**config.mk**
```make
export PLATFORM = sky130hd
export DESIGN_NAME = fft_stage_counter
export DESIGN_NICKNAME = d
export VERILOG_FILES = /design/src/rtl/fft_stage_counter.sv
export SDC_FILE = /design/constraint.sdc
export NUM_CORES = 1
export LEC_CHECK = 0
export BUFFER_PORTS_ARGS = -buffer_cell sky130_fd_sc_hd__buf_2
export CAP_MARGIN = 20
export CORE_MARGIN = 5
export CORE_UTILIZATION = 56
export CTS_BUF_LIST = sky130_fd_sc_hd__clkbuf_2 sky130_fd_sc_hd__clkbuf_4 sky130_fd_sc_hd__clkbuf_8
export DETAILED_ROUTE_END_ITERATION = 10
export GPL_ROUTABILITY_DRIVEN = 1
export PLACE_DENSITY = 0.86
export SLEW_MARGIN = 20
export SYNTH_ARGS = -nofsm -noshare
export SYNTH_HDL_FRONTEND = slang
export SYNTH_SLANG_ARGS = --single-unit
```
**constraint.sdc**
```tcl
create_clock -name clk -period 6 [get_ports clk]
set_input_delay 1.5 -clock clk [delete_from_list [all_inputs] [get_ports clk]]
set_output_delay 1.5 -clock clk [all_outputs]
set_load 0.1 [all_outputs]
```
**src/rtl/fft_stage_counter.sv**
```systemverilog
// ============================================================================
// fft_stage_counter : valid-qualified sample/stage counter for the FFT
// datapath with wrap/done pulses and a bit-reversed sample index.
// Revision 1.0 - initial release
// ============================================================================
`default_nettype none

module fft_stage_counter #(
  parameter int CNT_W = 8,
  parameter int STG_W = 3
) (
  input  logic             clk,
  input  logic             rst_n,
  input  logic             start,
  input  logic             abort,
  input  logic             valid,
  input  logic [CNT_W-1:0] thresh,
  input  logic [STG_W-1:0] num_stages,
  output logic             busy,
  output logic [CNT_W-1:0] cnt,
  output logic [CNT_W-1:0] cnt_rev,
  output logic [STG_W-1:0] stage,
  output logic             not_zero,
  output logic             wrap,
  output logic             done
);

  localparam logic [0:0] ST_IDLE = 1'b0;
  localparam logic [0:0] ST_RUN  = 1'b1;

  localparam logic [CNT_W-1:0] CNT_ONE = {{(CNT_W-1){1'b0}}, 1'b1};
  localparam logic [STG_W-1:0] STG_ONE = {{(STG_W-1){1'b0}}, 1'b1};

  logic [0:0]       state_q,    state_d;
  logic [CNT_W-1:0] thresh_q,   thresh_d;
  logic [STG_W-1:0] stages_q,   stages_d;
  logic [CNT_W-1:0] cnt_q,      cnt_d;
  logic [STG_W-1:0] stage_q,    stage_d;
  logic             wrap_q,     wrap_d;
  logic             done_q,     done_d;

  // State register
  always_ff @(posedge clk) begin
    if (!rst_n) begin
      state_q  <= ST_IDLE;
      thresh_q <= '0;
      stages_q <= '0;
      cnt_q    <= '0;
      stage_q  <= '0;
      wrap_q   <= 1'b0;
      done_q   <= 1'b0;
    end else begin
      state_q  <= state_d;
      thresh_q <= thresh_d;
      stages_q <= stages_d;
      cnt_q    <= cnt_d;
      stage_q  <= stage_d;
      wrap_q   <= wrap_d;
      done_q   <= done_d;
    end
  end

  // Next-state and counter update
  always_comb begin
    state_d  = state_q;
    thresh_d = thresh_q;
    stages_d = stages_q;
    cnt_d    = cnt_q;
    stage_d  = stage_q;
    wrap_d   = 1'b0;
    done_d   = 1'b0;
    case (state_q)
      ST_IDLE: begin
        if (start && !abort) begin
          thresh_d = thresh;
          stages_d = num_stages;
          cnt_d    = '0;
          stage_d  = '0;
          state_d  = ST_RUN;
        end
      end
      ST_RUN: begin
        if (abort) begin
          cnt_d   = '0;
          stage_d = '0;
          state_d = ST_IDLE;
        end else if (valid) begin
          if (cnt_q == thresh_q) begin
            cnt_d  = '0;
            wrap_d = 1'b1;
            if (stage_q == stages_q) begin
              done_d  = 1'b1;
              stage_d = '0;
              state_d = ST_IDLE;
            end else begin
              stage_d = stage_q + STG_ONE;
            end
          end else begin
            cnt_d = cnt_q + CNT_ONE;
          end
        end
      end
      default: state_d = ST_IDLE;
    endcase
  end

  // Outputs: all registered except the cnt-derived decodes
  always_comb begin
    busy     = (state_q == ST_RUN);
    cnt      = cnt_q;
    stage    = stage_q;
    wrap     = wrap_q;
    done     = done_q;
    not_zero = |cnt_q;
  end

  for (genvar i = 0; i < CNT_W; i++) begin : g_rev
    assign cnt_rev[i] = cnt_q[CNT_W-1-i];
  end

endmodule

`default_nettype wire

```
-- Word-level counts from Yosys, hierarchy flattened
Index checks and enable logic that the tools add are counted.
- multiplexer cells: 19
- equality and inequality tests: 5
- bitwise gates (word level): 4
- $add $sub $neg: 2
- reductions and logical operators: 8
- operators with widths (cell ; number):
    two-way mux 8 bit ; 4
    case mux 8 bit (2 select lines) ; 1
    two-way mux 3 bit ; 5
    adder 8 x 1 -> 8 bit, second input constant ; 1
    equality test 8 bit ; 1
    OR reduction 8 bit ; 1
    two-way mux 1 bit ; 7
    case mux 3 bit (2 select lines) ; 1
    OR reduction 5 bit ; 1
    NOT 1 bit ; 4
    AND reduction 2 bit ; 2
    OR reduction 4 bit ; 1
    adder 3 x 1 -> 3 bit, second input constant ; 1
    equality test 3 bit ; 1
    inequality test 3 x 2 -> 1 bit, second input constant ; 1
    inequality test 3 bit, second input constant ; 1
    AND reduction 3 bit ; 1
    inequality test 2 bit, second input constant ; 1
    case mux 1 bit (2 select lines) ; 1
    logical AND 1 bit ; 1
    logical NOT 1 bit ; 1
- input port bits: 16
- register bits after elaboration: 25
- output and inout bits: 23

-- Logic depth before layout (Yosys ltp)
- depth after elaboration: 6
- depth in mapped cells: 6
- mapped depth without buffers: 5

-- Worst setup path after synthesis
No wires, ideal clock.
- path kind: register to output
- from: register cnt_q[0], in the netlist cnt[0]
- to: output not_zero
- buffers on the path: 0
- setup slack: 2.219 ns
- cell stages (with the launch flop): 5
- arrival: 2.281 ns
- cells stage by stage: dfxtp_1 > inv_1 > ha_1 > nor4b_1 > nand2_1
- cells in the longest elaborated chain, start to end: 1
- RTL lines (item ; RTL line ; RTL):
    start: declaration ; 37 ; logic [CNT_W-1:0] cnt_q, cnt_d;
    start signal: assignment ; 56 ; cnt_q <= cnt_d;
    OR reduction 8 bit ; 114 ; not_zero = |cnt_q;
    end: declaration ; 23 ; output logic not_zero,
Every way passes these cells.

-- Worst setup path after layout
- from: register cnt_q[1], in the netlist cnt[1]
- to: output not_zero
The elaborated chain is that of the path after synthesis.

==> out/results.txt <==
Final-layout setup total negative slack - 0 ps
Layout filler cell count - 188
Start point of the critical path - cnt[1]
Startpoint of the worst register-to-register path - busy
Gate count of the mapped netlist - 145
Remaining number of nets flagged by the antenna check after routing - 0
Average footprint of a synthesized cell - 8.569 sq um
Final critical-path required period - 3244 ps
Pin count of the biggest net entering global routing - 17
Cells on Worst Hold Path - 2
Cell types with the largest area share after synthesis - sky130_fd_sc_hd__dfxtp_1 40%, sky130_fd_sc_hd__nand2_1 9.1%, sky130_fd_sc_hd__xnor2_1 7.8%, sky130_fd_sc_hd__a21boi_0 6.6%, sky130_fd_sc_hd__xor2_1 4.9%
Residual overflow from global routing - 0
Total number of yosys warnings - 0
Number of placed I/O pins - 39
Routed length per placed instance - 12.30 um
FP Rows - 17
Startpoint type of the worst setup path - flop
Per-cell via count in the routed design - 5.193
Clock network latency to the later pin of the worst-skew pair - 310 ps
Run status - finished clean
Antenna violations before repair - 0
Hold path startpoint - stages_q[2]
Capture endpoint of the worst hold path - stages_q[2]
Terminus of the critical flop-to-flop path - cnt[7]
Net count of the mapped netlist - 164
Number of vias in the routed layout - 1049
Hold violation count in the final report - 0
FF-to-FF setup slack - 4040 ps
Vias in the first global route - 943
Horizontal die dimension - 57.10 um
Die area - 3260 sq um
Length of the first detailed-routing pass in iterations - 5
Net total in the final layout - 194
Netlist area before placement - 1242 sq um
Maximum count of clock buffers along a single path - 2
Hold-fix buffers at CTS - 0
# clock sinks - 25
Final Routed Wirelength - 2.484 mm
Placeable core region - 2170 sq um
Synth unique cells - 29
Final cell utilization of the core - 65.46%
WS Path Type - flop to output pin
Placer's final routability congestion estimate - 0.8151
Slowest stage delay, CP - 500 ps
RSZ-0062 raised after global routing - false
Critical path data required time - 4500 ps
Peak supply drop - 138.3 uV
Buffers added on ports - 38
HPWL Detailed - 1.924 mm
Clock skew after layout - 7.842 ps
Depth of the worst register-to-register path - 5
Critical-path cell with the highest stage delay - sky130_fd_sc_hd__dfxtp_1
Reported max-cap violation count - 0
Library cell with the largest summed area after synthesis - sky130_fd_sc_hd__dfxtp_1
Starting utilization of the core area - 57.27%
# Post-CTS Setup Buffers - 0
Drc violations - 0
Maximum clock frequency - 0.3083 GHz
Root buffer cell - sky130_fd_sc_hd__clkbuf_4
Final-report max-slew violation count - 0
Hold crit path type - flop to flop
Clock Pin Slew Worst Setup and Hold Paths - 130 ps
Wire length of the first global-routing pass - 4.153 mm
Post-cts resize count - 0
DRC violation total after the first TritonRoute iteration - 22
Final antenna diode count - 0
Area overhead of the layout relative to synthesis - 14.30%
Transition time of the tightest slew-check pin - 703.5 ps
Sequential cell area fraction in the yosys report - 40.28%
FF+latch count, synth - 25
TritonCTS Buffers - 3
Share of post-route cells with drive strength above 1 - 27.01%
Height of the die - 57.10 um
Top cell type's share of synthesized area - 40.28%
GRT Total Usage - 15.70%
Largest fanout on the critical path - 7
TritonCTS clock tree - built
Power per cell area - 230.4 nW/um^2
Arrival time at the worst endpoint - 1740 ps
Period utilization - 54.06%
Worst rel slew slack - 52.89%
Post-Route Hold Slack - 486.3 ps
Leakage dissipation - 0.6169 nW
Finish-stage setup viols - 0
H-tree level count - 1
Chain of cells forming the critical path - inv_1, ha_1, nor4b_1, nand2_1, buf_2
Crit. End Element - output pin
-- report_power, final --
group	switching [mW]	leakage [nW]	total, mW	internal (mW)
Combinational	0.0560	0.396	0.0768	0.0209
Sequential	0.00581	0.203	0.178	0.172
Clock	0.0477	0.0177	0.0726	0.0249
-- cells in the final DEF (no fill, tap or decap), drive strengths merged --
master / instances
nor3: 3
or3b: 1
a41oi: 1
or4: 1
o21ai: 3
and4: 2
inv: 3
ha: 3
nand3: 4
a31oi: 2
nor4b: 2
clkinv: 1
buf: 38
nand2: 30
a21oi: 2
a21boi: 11
a2bb2oi: 1
nor2: 10
nor3b: 2
and2: 1
nor2b: 1
o211ai: 1
xor2: 7
nor4: 1
xnor2: 11
clkbuf: 3
nand4: 4
dfxtp: 25
-- sequential cells by signal (all words and copies together) (netlist names) --
name / count
cnt: 8
busy: 1
stage: 3
wrap: 1
done: 1
thresh_q: 8
stages_q: 3
-- per-layer routing --
metal  GRT usage, %  vias to the layer above  wire length [um]
li1               -                      544                 -
met1          19.86                      463              1041
met2          25.61                       38              1219
met3          3.167                        4               191
met4          7.285                        0                31
met5              0                        -                 0
-- kinds of logic after synthesis --
| logic type | after synthesis | synth area share (%) |
|---|---|---|
| flip-flops | 25 | 40.28 |
| buffers and inverters | 16 | 7.351 |
| AND/OR/NAND/NOR | 62 | 24.47 |
| AO/OA/AOI/OAI | 21 | 12.18 |
| XOR/XNOR | 18 | 12.69 |
| adder cells (fa/ha/maj) | 3 | 3.021 |
-- cell usage after synthesis --
library cell and n:
sky130_fd_sc_hd__nor4b_1 2, sky130_fd_sc_hd__nand4_1 4, sky130_fd_sc_hd__nor2_1 9, sky130_fd_sc_hd__o211ai_1 1, sky130_fd_sc_hd__clkbuf_2 1, sky130_fd_sc_hd__nor2_2 1
sky130_fd_sc_hd__a31oi_1 2, sky130_fd_sc_hd__nor2b_1 1, sky130_fd_sc_hd__nor3b_1 2, sky130_fd_sc_hd__clkbuf_1 4, sky130_fd_sc_hd__a2bb2oi_2 1, sky130_fd_sc_hd__nand2_1 30
sky130_fd_sc_hd__dfxtp_1 25, sky130_fd_sc_hd__ha_1 3, sky130_fd_sc_hd__or4_4 1, sky130_fd_sc_hd__and2_4 1, sky130_fd_sc_hd__nor4_1 1, sky130_fd_sc_hd__buf_4 8
sky130_fd_sc_hd__a21oi_1 2, sky130_fd_sc_hd__nand3_1 4, sky130_fd_sc_hd__nor3_1 3, sky130_fd_sc_hd__or3b_1 1, sky130_fd_sc_hd__and4_1 2, sky130_fd_sc_hd__o21ai_0 3
sky130_fd_sc_hd__a21boi_0 11, sky130_fd_sc_hd__inv_1 3, sky130_fd_sc_hd__xor2_1 7, sky130_fd_sc_hd__a41oi_1 1, sky130_fd_sc_hd__xnor2_1 11
-- layout make-up --
type | count | area [sq um] | share of cell area, %
tap | 28 | 35.03 | 2.467
sequential | 25 | 500.5 | 35.24
clock inverter | 1 | 5.005 | 0.3524
multi-input combinational | 104 | 655.6 | 46.17
clock buffer | 3 | 22.52 | 1.586
timing repair buffer | 38 | 190.2 | 13.39
inverter | 3 | 11.26 | 0.7930
-- per-stage QoR --
step	setup slack, ps	total power, mW	cell area (sq um)	cells
2_1_floorplan	2219	0.2430	1242	145
3_3_place_gp	2782	0.2556	1388	198
3_5_place_dp	2742	0.2576	1388	198
4_1_cts	2760	0.3280	1415	202
5_1_grt	2624	0.3422	1420	202
6_report	2756	0.3271	1420	202
-- critical path, delay by kind of cell, from the launching register on --
kind	cells	cell delay, ps
buf+inv	2	540
flops	1	500
simple gates	2	200
fa+ha+maj	1	190
-- worst max-delay path by stage --
stage                    end  slack, ps
floorplan           not_zero       2220
global placement      cnt[7]       2780
detailed placement    cnt[7]       2740
CTS                 not_zero       2760
global route        not_zero       2620
finish              not_zero       2760
No activity file was read; power rests on OpenSTA's default activity.
